$ cat src/rtl/ysyx_25030093_pkg.sv
`default_nettype none
// ============================================================================
//  Module   : ysyx_25030093_pkg
//  Purpose  : Shared definitions for the instruction fetch unit: FSM state
//             encoding, the fault-substitute instruction word and the AXI
//             read-response OKAY code.
//  Ports    : none (package)
//  Revision : 1.0 - initial release
// ============================================================================
package ysyx_25030093_pkg;

  // Fetch FSM states.
  typedef enum logic [1:0] {
    S_IDLE = 2'd0,  // waiting for a fetch address
    S_AR   = 2'd1,  // driving the read address
    S_R    = 2'd2,  // waiting for read data
    S_HOLD = 2'd3   // presenting the instruction to decode
  } ifu_state_e;

  // addi x0, x0, 0 -- harmless filler delivered on any fetch fault.
  localparam logic [31:0] NOP_INST   = 32'h00000013;

  localparam logic [1:0]  RRESP_OKAY = 2'b00;

endpackage : ysyx_25030093_pkg
`default_nettype wire

$ cat src/rtl/ysyx_25030093_ifu.sv
`default_nettype none
// ============================================================================
//  Module   : ysyx_25030093_ifu
//  Purpose  : Instruction fetch unit. Accepts a fetch address from the PC
//             unit, performs one AXI-style read (AR then R channel) and
//             holds the returned instruction until decode consumes it.
//             Misaligned addresses and bus errors yield NOP_INST with the
//             fault bit set. A flush discards the in-flight or held fetch.
//  Ports    : clk, rst                  - clock, sync active-high reset
//             pc_in/pc_valid/pc_ready   - fetch address handshake
//             araddr/arvalid/arready    - read address channel
//             rdata/rresp/rvalid/rready - read data channel
//             inst/inst_pc/inst_fault/inst_valid/inst_ready - to decode
//             flush                     - redirect, drop current fetch
//             fetch_cnt                 - delivered instruction count
//  Revision : 1.0 - initial release
// ============================================================================
module ysyx_25030093_ifu #(
  parameter logic [31:0] NOP_INST = ysyx_25030093_pkg::NOP_INST
) (
  input  logic        clk,
  input  logic        rst,
  // PC unit
  input  logic [31:0] pc_in,
  input  logic        pc_valid,
  output logic        pc_ready,
  // read address channel
  output logic [31:0] araddr,
  output logic        arvalid,
  input  logic        arready,
  // read data channel
  input  logic [31:0] rdata,
  input  logic [1:0]  rresp,
  input  logic        rvalid,
  output logic        rready,
  // decode
  output logic [31:0] inst,
  output logic [31:0] inst_pc,
  output logic        inst_fault,
  output logic        inst_valid,
  input  logic        inst_ready,
  // control / status
  input  logic        flush,
  output logic [31:0] fetch_cnt
);

  import ysyx_25030093_pkg::*;

  ifu_state_e  state_q, state_d;
  logic [31:0] pc_q, pc_d;
  logic [31:0] inst_q, inst_d;
  logic        fault_q, fault_d;
  // Set by a flush while a bus transaction is outstanding; the transaction
  // still completes on the bus but its data is thrown away.
  logic        discard_q, discard_d;
  logic [31:0] cnt_q, cnt_d;

  always_ff @(posedge clk) begin
    if (rst) begin
      state_q   <= S_IDLE;
      pc_q      <= 32'd0;
      inst_q    <= NOP_INST;
      fault_q   <= 1'b0;
      discard_q <= 1'b0;
      cnt_q     <= 32'd0;
    end else begin
      state_q   <= state_d;
      pc_q      <= pc_d;
      inst_q    <= inst_d;
      fault_q   <= fault_d;
      discard_q <= discard_d;
      cnt_q     <= cnt_d;
    end
  end

  always_comb begin
    state_d   = state_q;
    pc_d      = pc_q;
    inst_d    = inst_q;
    fault_d   = fault_q;
    discard_d = discard_q;
    cnt_d     = cnt_q;

    case (state_q)
      S_IDLE: begin
        // flush is deliberately ignored here: nothing is in flight.
        if (pc_valid) begin
          pc_d = pc_in;
          if (pc_in[1:0] != 2'b00) begin
            // Misaligned: never touch the bus, report the fault directly.
            inst_d  = NOP_INST;
            fault_d = 1'b1;
            state_d = S_HOLD;
          end else begin
            state_d = S_AR;
          end
        end
      end

      S_AR: begin
        // arvalid is never retracted; a flush only marks the result dead.
        if (flush) begin
          discard_d = 1'b1;
        end
        if (arready) begin
          state_d = S_R;
        end
      end

      S_R: begin
        if (rvalid) begin
          if (discard_q || flush) begin
            // Beat consumed but dropped; skip HOLD so nothing is counted.
            discard_d = 1'b0;
            state_d   = S_IDLE;
          end else begin
            if (rresp == RRESP_OKAY) begin
              inst_d  = rdata;
              fault_d = 1'b0;
            end else begin
              inst_d  = NOP_INST;
              fault_d = 1'b1;
            end
            state_d = S_HOLD;
          end
        end else if (flush) begin
          discard_d = 1'b1;
        end
      end

      S_HOLD: begin
        // flush takes priority over a simultaneous consume.
        if (flush) begin
          state_d = S_IDLE;
        end else if (inst_ready) begin
          state_d = S_IDLE;
          cnt_d   = cnt_q + 32'd1;
        end
      end

      default: begin
        state_d = S_IDLE;
      end
    endcase
  end

  // Handshake outputs decode straight from the state register.
  assign pc_ready   = (state_q == S_IDLE);
  assign arvalid    = (state_q == S_AR);
  assign rready     = (state_q == S_R);
  assign inst_valid = (state_q == S_HOLD);

  assign araddr     = pc_q;
  assign inst_pc    = pc_q;
  assign inst       = inst_q;
  assign inst_fault = fault_q;
  assign fetch_cnt  = cnt_q;

endmodule : ysyx_25030093_ifu
`default_nettype wire

$ cat config.mk
export PLATFORM = sky130hd
export DESIGN_NAME = ysyx_25030093_ifu
export DESIGN_NICKNAME = d
export VERILOG_FILES = /design/src/rtl/ysyx_25030093_pkg.sv /design/src/rtl/ysyx_25030093_ifu.sv
export SDC_FILE = /design/constraint.sdc
export NUM_CORES = 1
export LEC_CHECK = 0
export CORE_ASPECT_RATIO = 1.4
export CORE_MARGIN = 8
export CORE_UTILIZATION = 43
export CTS_CLUSTER_SIZE = 20
export DETAILED_ROUTE_END_ITERATION = 12
export GPL_ROUTABILITY_DRIVEN = 0
export PLACE_DENSITY = 0.93
export SKIP_LAST_GASP = 1
export SLEW_MARGIN = 25
export SYNTH_ARGS = -nofsm -noshare
export SYNTH_HDL_FRONTEND = slang
export SYNTH_SLANG_ARGS = --single-unit
$ cat constraint.sdc
create_clock -name clk -period 5.8 [get_ports clk]
set_input_delay 1.16 -clock clk [delete_from_list [all_inputs] [get_ports clk]]
set_output_delay 1.16 -clock clk [all_outputs]
set_load 0.05 [all_outputs]
==> flow_summary.toml, run 1 <==
[run_status]
status = "complete, no violations"

[timing]
holdWs_ns = 0.476
rsz0062_at_grt = "no"
worst_pin_slew_ns = 0.790
fmax_mhz = 318
period_share_pct = 54.3
tns_ns = 0
period_minus_slack_ns = 3.15
slew_violations = 0
timing.final.ws_setup_ns = 2.65
slew_headroom_pct = 47.4
final_hold_viol_count = 0
skew_ns = 0.00852
setup_viol = 0

[setup_path]
worst_setup_path_start_kind = "flip-flop"
path_class = "flip-flop to output port"
r2r_end = "fetch_cnt[28]$_SDFFE_PP0P_"
r2r_cells = 6
arrival_ns = 1.99
reg2reg_from = "state_q[0]$_SDFFE_PP0P_"
crit_path_max_fanout = 7
required_ns = 4.64
startpoint = "state_q[0]$_SDFFE_PP0P_"
endpoint_kind = "output port"
rrSetupSlack_ns = 3.50

[clock_tree]
cts_tree = "done"
cts-root-buf = "clkbuf_16"
ctsResizeCount = 0
clockBufferDepth = 2
h-tree-depth = 3
cts_sinks = 100
clkLatencyLatePin_ns = 0.34
post_cts_buffers = 0
holdBufCountCts = 0
cts_made_buffers = 9
path_clk_slew_ns = 0.06

[pwr]
combPwrFrac_pct = 38.9
clkPwrFrac_pct = 25.4
swShare_pct = 39.3
pwr_density_cell_mw_per_mm2 = 350
internal_power_mw = 1.33
p_leak_nw = 2.31
switchingPower_mw = 0.860
seq_power_share_pct = 35.7
max-vdd-ir-drop_mv = 0.194

[yosys]
synthAdderAreaFrac_pct = 1.84
yosysSeqAreaShare_pct = 49.1
syn_nets = 541
synth_edf_count = 0
async_flop_share_pct = 0
synthMuxAreaShare_pct = 0.276
synth_top_family_by_area = "simple AND/OR/NAND/NOR gates"
synth_top_area_share_pct = 49.1
yosys-top-cells-area = "dfxtp_1 49%, nand2_1 8.3%, a22o_1 6.2%"
syn_area_mm2 = 0.00408
yosys_warnings = 0
postSynthAreaPerCell_um2 = 8.82
synth_xor_area_share_pct = 4.94
post_synth_num_cell_types = 37
synth_ff_type = "dfxtp_1"
ys_ff_latch = 100
synthCells = 462
synth-compound-area-share_pct = 13.9
synthSimpleGateAreaFrac_pct = 21.2
yosys.area.top_type = "dfxtp_1"

[flow_run]
max_cap_viol_count = 0

[die]
fp.dieArea_mm2 = 0.0129
die_h_um = 131
ios = 206
die_w_um = 98.3
start_util_pct = 43.6
core_area_mm2 = 0.00935
rows = 42

[drt]
routed_wl_um = 12600
num_vias = 3822
firstDrtPassIters = 4
wl_per_cell_um = 16.9
drc_errors = 0
final_antenna_net_count = 0
via_per_inst = 5.15
drtIter0Drc = 114

[final_layout]
diodes = 0
fill_cells = 738
area_delta_synth_final_pct = 53.4
utilization_pct = 66.8
final_area_mm2 = 0.00625
multi_input_area_mm2 = 0.00173
nNetsFinal = 706
final_common_cell = "clkdlybuf4s50_1"
final_cell_mix = "204 x clkdlybuf4s50_1, 100 x dfxtp_1, 89 x nand2_1, 39 x a21oi_1, 35 x nor2_1"
layout-drive-gt1-share_pct = 4.43
regArea_mm2 = 0.00200

[placed_design]
placed_area_mm2 = 0.00597
port_buffers = 205
place_ws_ns = 2.36
hpwl_um = 9650

[grt]
antenna_found_initial = 0
track_usage_pct = 18.5
grt_pass1_wl_um = 19700
grt_util_met3_pct = 5.92
grt-busiest-layer = "met2"
grt_max_degree = 75
grt_use_met2_pct = 34.5
grt_pass1_vias = 3885
overflow = 0
grtUsageMet1_pct = 18.6

[worst_hold_path]
min_to = "araddr[31]$_SDFFE_PP0P_"
hp-start = "araddr[31]$_SDFFE_PP0P_"
hold-path-cell-count = 2
hold_path_class = "flip-flop to flip-flop"
[cells by family after synthesis]
family / Yosys count
flops: 100
fa+ha+maj: 6
xor+xnor: 23
simple gates: 183
compound gates: 86
buf+inv: 63
mux: 1
[metal layers]
| layer | routed length [um] | vias up |
|---|---|---|
| li1 | - | 1861 |
| met1 | 4700 | 1795 |
| met2 | 6600 | 142 |
| met3 | 917 | 24 |
| met4 | 343 | 0 |
| met5 | 0 | - |
[flip-flops by register name (all words and copies together), names as in the netlist]
name	flops
araddr	32
fetch_cnt	32
inst	32
state_q	2
discard_q	1
inst_fault	1
[layout make-up]
cell class	instances	area share [%]
Timing Repair Buffer	207	33.0
Sequential cell	100	32.0
Multi-Input combinational cell	299	27.7
Inverter	10	0.600
Clock buffer	12	4.10
Clock inverter	4	0.380
Tap cell	110	2.20
[worst max-delay path by stage]
stage / end / slack (ns) / cells past startpoint
after floorplan: fetch_cnt[31]$_SDFFE_PP0P_ / 3.12 / 5
after global placement: inst[0]$_SDFFE_PP1P_ / 2.43 / 5
after detailed placement: fetch_cnt[26]$_SDFFE_PP0P_ / 2.36 / 6
after CTS: rready / 2.65 / 3
after global routing: fetch_cnt[30]$_SDFFE_PP0P_ / 2.46 / 6
final: rready / 2.65 / 3
[critical path: stages (launching register included)]
cell             delay [ns]
dfxtp_1                0.35
inv_1                  0.12
ha_1                   0.30
clkdlybuf4s50_1        0.89
[synth_stat cells (all sizes together), types with 3 or more instances]
cell and n:
a22oi 3, o21ai 9, a22o 29, dfxtp 100
ha 6, nor4 3, buf 33, nand2 90
inv 10, xor2 16, xnor2 7, nor3b 3
nand3 9, and3 4, clkbuf 20, nor3 3
nor2b 9, nand4 10, a21oi 39, or4 4
or3 5, nor2 36
[power groups by stage]
stage                     Clock, mW  Sequential, mW  Combinational [mW]
final                         0.556           0.783               0.852
after global routing          0.597           0.791               0.903
after CTS                     0.573           0.783               0.858
after detailed placement          0           0.799               0.855
after global placement            0           0.794               0.836
after floorplan                   0           0.940               0.467
[metrics by stage]
step                      power, mW  instances
after detailed placement       1.65        726
after CTS                      2.21        742
after floorplan                1.41        462
after global placement         1.63        726
final                          2.19        742
after global routing           2.29        742
Power figures use the tool's default switching activity.
==> run 2: changes to the inputs <==
CORE_UTILIZATION = 40   (was 43)
PLACE_DENSITY = 0.88   (was 0.93)
clock period = 3.1 ns   (was 5.8 ns; I/O delays follow)
==> flow_summary.toml, run 2 (same netlist as run 1, synthesis figures left out) <==
[timing]
worst_pin_slew_ns = 0.579
slew_violations = 0
rsz0062_at_grt = "no"
skew_ns = 0.00679
tns_ns = 0
holdWs_ns = 0.466
fmax_mhz = 379
setup_viol = 0
timing.final.ws_setup_ns = 0.463
period_share_pct = 85.1
period_minus_slack_ns = 2.64
final_hold_viol_count = 0
slew_headroom_pct = 61.3

[setup_path]
endpoint_kind = "output port"
rrSetupSlack_ns = 0.81
r2r_end = "inst[0]$_SDFFE_PP1P_"
required_ns = 2.48
arrival_ns = 2.02
worst_setup_path_start_kind = "flip-flop"
r2r_cells = 7
cpMaxStageDelayCell = "clkdlybuf4s50_1"
crit_path_max_fanout = 7
path_class = "flip-flop to output port"
cpPeakStageDelay_ns = 0.88
reg2reg_from = "state_q[0]$_SDFFE_PP0P_"
crit_chain = "inv_1 > ha_1 > clkdlybuf4s50_1"

[worst_hold_path]
hold_path_class = "flip-flop to flip-flop"
hp-start = "araddr[6]$_SDFFE_PP0P_"
min_to = "araddr[6]$_SDFFE_PP0P_"
hold-path-cell-count = 2

[pwr]
seq_power_share_pct = 35.8
pwr_density_cell_mw_per_mm2 = 649
combPwrFrac_pct = 39.3
p_leak_nw = 2.32
switchingPower_mw = 1.61
internal_power_mw = 2.48
clkPwrFrac_pct = 24.9
swShare_pct = 39.4
max-vdd-ir-drop_mv = 0.294

[drt]
num_vias = 3849
routed_wl_um = 12800
final_antenna_net_count = 0
drc_errors = 0
drtIter0Drc = 103
firstDrtPassIters = 4
via_per_inst = 4.99
wl_per_cell_um = 16.6

[grt]
overflow = 0
grt_pass1_wl_um = 19800
grt_max_degree = 36
antenna_found_initial = 0
grt_pass1_vias = 3980
track_usage_pct = 18.0

[clock_tree]
cts-root-buf = "clkbuf_16"
cts_made_buffers = 9
cts_sinks = 100
holdBufCountCts = 0
h-tree-depth = 3
ctsResizeCount = 0
path_clk_slew_ns = 0.06
clkLatencyLatePin_ns = 0.34
post_cts_buffers = 0
clockBufferDepth = 2
cts_tree = "done"

[final_layout]
nNetsFinal = 711
layout-drive-gt1-share_pct = 4.87
final_cell_mix = "204 x clkdlybuf4s50_1, 100 x dfxtp_1, 89 x nand2_1, 39 x a21oi_1, 35 x nor2_1"
final_common_cell = "clkdlybuf4s50_1"
fill_cells = 854
diodes = 0
area_delta_synth_final_pct = 54.7
utilization_pct = 63.7

[die]
ios = 206
rows = 43
core_area_mm2 = 0.00990
start_util_pct = 41.2
die_h_um = 135
die_w_um = 101
fp.dieArea_mm2 = 0.0137

[placed_design]
port_buffers = 205
hpwl_um = 10100
place_ws_ns = 0.327

[run_status]
status = "complete, no violations"

[flow_run]
max_cap_viol_count = 0
run 2: power groups by stage:
stage | logic, mW | registers (mW) | clock network (mW)
finish | 1.61 | 1.47 | 1.02
floorplan | 0.874 | 1.76 | 0
detailed placement | 1.62 | 1.50 | 0
CTS | 1.62 | 1.47 | 1.05
global route | 1.70 | 1.48 | 1.11
global placement | 1.59 | 1.49 | 0
run 2: worst max path at each step:
| stage | slack, ns | cells past startpoint | to | startpoint |
|---|---|---|---|---|
| final | 0.46 | 3 | rready | state_q[0]$_SDFFE_PP0P_ |
| after global routing | 0.39 | 3 | rready | state_q[0]$_SDFFE_PP0P_ |
| after global placement | 0.40 | 6 | fetch_cnt[31]$_SDFFE_PP0P_ | flush |
| after floorplan | 0.65 | 5 | fetch_cnt[31]$_SDFFE_PP0P_ | fetch_cnt[4]$_SDFFE_PP0P_ |
| after detailed placement | 0.33 | 6 | fetch_cnt[31]$_SDFFE_PP0P_ | flush |
| after CTS | 0.44 | 3 | rready | state_q[0]$_SDFFE_PP0P_ |
run 2: final cells by class:
class	count	area [um^2]	share of cell area, %
clock inverters	4	25.0	0.397
well taps	135	169	2.68
inverters	10	37.5	0.595
flip-flops and latches	100	2000	31.7
multi-input cells	299	1730	27.4
repair buffers	212	2100	33.3
clock buffers	12	246	3.91
run 2: routing by layer:
| layer | vias up | track usage (%) | wire length, um |
|---|---|---|---|
| li1 | 1870 | - | - |
| met1 | 1802 | 18.1 | 4680 |
| met2 | 153 | 33.5 | 6740 |
| met3 | 24 | 5.92 | 1060 |
| met4 | 0 | 6.32 | 309 |
| met5 | - | 0 | 0 |
run 2: worst max-delay path: cells and delay by family (launching register included):
family | cells | cell delay, ns
fa+ha+maj | 1 | 0.33
buf+inv | 2 | 1.00
flops | 1 | 0.35
run 2: stage by stage:
stage	instance area (um^2)	std cells	total power, mW
finish	6310	772	4.10
floorplan	4080	462	2.63
global route	6310	772	4.29
CTS	6300	772	4.14
detailed placement	6030	756	3.11
global placement	6030	756	3.07
==> run 3: changes to the inputs <==
CORE_UTILIZATION = 62   (was 40)
DONT_BUFFER_PORTS = 1   (was not set)
PLACE_DENSITY = 0.86   (was 0.88)
SKIP_LAST_GASP = not set   (was 1)
==> flow_summary.toml, run 3 (same netlist as run 1, synthesis figures left out) <==
[run_status]
status = "complete, no violations"

[pwr]
max-vdd-ir-drop_mv = 0.395
p_leak_nw = 1.66
pwr_density_cell_mw_per_mm2 = 816
power_mw = 3.49

[placed_design]
dp_cells = 512
place_ws_ns = 0.755
placed_area_mm2 = 0.00407
hpwl_um = 7470
port_buffers = 0

[grt]
grt_pass1_vias = 3043
track_usage_pct = 20.0
antenna_found_initial = 0
overflow = 0
grt_pass1_wl_um = 15300
grt_max_degree = 75

[setup_path]
required_ns = 3.33
arrival_ns = 2.62
r2r_cells = 7
path_class = "flip-flop to flip-flop"
reg2reg_from = "state_q[0]$_SDFFE_PP0P_"
endpoint_kind = "flip-flop"
crit_path_max_fanout = 32
rrSetupSlack_ns = 0.71
worst_setup_path_start_kind = "flip-flop"
r2r_end = "inst[0]$_SDFFE_PP1P_"

[timing]
slew_violations = 0
final_hold_viol_count = 0
period_share_pct = 77.2
tns_ns = 0
setup_viol = 0
timing.final.ws_setup_ns = 0.706
worst_pin_slew_ns = 1.03
period_minus_slack_ns = 2.39
rsz0062_at_grt = "no"
fmax_mhz = 418
skew_ns = 0.0106
slew_headroom_pct = 31.4
holdWs_ns = 0.329

[clock_tree]
cts_sinks = 100
cts_made_buffers = 9
path_clk_slew_ns = 0.09
cts_tree = "done"
holdBufCountCts = 0
clockBufferDepth = 2
post_cts_buffers = 0
clkLatencyLatePin_ns = 0.35
h-tree-depth = 3
ctsResizeCount = 0
cts-root-buf = "clkbuf_8"

[final_layout]
layout-drive-gt1-share_pct = 11.7
final_area_mm2 = 0.00428
utilization_pct = 66.1
final_cell_mix = "100 x dfxtp_1, 90 x nand2_1, 39 x a21oi_1, 35 x nor2_1"
fill_cells = 507
diodes = 0
instances_no_fill = 528
nNetsFinal = 528
final_common_cell = "dfxtp_1"
area_delta_synth_final_pct = 5.13

[drt]
via_per_inst = 5.92
num_vias = 3128
drtIter0Drc = 178
firstDrtPassIters = 4
routed_wl_um = 9970
final_antenna_net_count = 0
drc_errors = 0
wl_per_cell_um = 18.9

[die]
die_w_um = 84.5
start_util_pct = 62.9
die_h_um = 112
core_area_mm2 = 0.00648
fp.dieArea_mm2 = 0.00946
rows = 35
ios = 206

[flow_run]
max_cap_viol_count = 0

[worst_hold_path]
hp-start = "rst"
hold_path_class = "input port to flip-flop"
min_to = "araddr[3]$_SDFFE_PP0P_"
hold-path-cell-count = 1
==> run 3: cell types whose count changed in the layout (fill, tap and decap cells not counted), sizes merged <==
cell | previous run | this run
clkdlybuf4s50 | 204 | 0
buf | 8 | 29
bufinv | 0 | 1
clkbuf | 12 | 11
clkinv | 2 | 1
inv | 10 | 11
==> run 3: critical path, cell delays in order, from the launching register on <==
cell and delay, ns:
dfxtp_1 0.36, inv_1 0.11, ha_1 0.34, nor3b_1 0.62, nand3_1 0.17, nor3b_2 0.21
buf_4 0.32, a22oi_1 0.12
==> run 3: where the power goes <==
part | leakage (nW) | total (mW) | internal, mW | switching [mW]
registers | 0.811 | 2.01 | 1.38 | 0.625
logic | 0.752 | 0.635 | 0.197 | 0.438
clock network | 0.102 | 0.851 | 0.419 | 0.432
total | 1.66 | 3.49 | 2.00 | 1.50
==> run 3: area by class of cell <==
class	instances	area [um^2]	area share (%)
clock buffer	11	151	3.53
multi-input combinational	299	1720	40.2
sequential	100	2000	46.7
tap	74	92.6	2.16
inverter	10	37.5	0.876
timing repair buffer	29	218	5.08
clock inverter	5	58.8	1.37
==> run 3: how the worst max path moves through the flow <==
stage                                    from                          to  slack [ns]
finish                state_q[0]$_SDFFE_PP0P_        inst[0]$_SDFFE_PP1P_        0.71
floorplan           fetch_cnt[4]$_SDFFE_PP0P_  fetch_cnt[31]$_SDFFE_PP0P_        0.65
detailed placement                      flush  fetch_cnt[26]$_SDFFE_PP0P_        0.75
global placement                        flush  fetch_cnt[30]$_SDFFE_PP0P_        0.84
global route          state_q[0]$_SDFFE_PP0P_        inst[4]$_SDFFE_PP1P_        0.55
CTS                   state_q[0]$_SDFFE_PP0P_       inst[17]$_SDFFE_PP0P_        0.74
==> run 3: metal layers <==
metal / routed length, um / up-vias / track usage [%]
met3: 927 / 14 / 7.89
met2: 5410 / 145 / 36.7
met4: 138 / 0 / 7.40
li1: - / 1506 / -
met5: 0 / - / 0
met1: 3500 / 1463 / 19.4
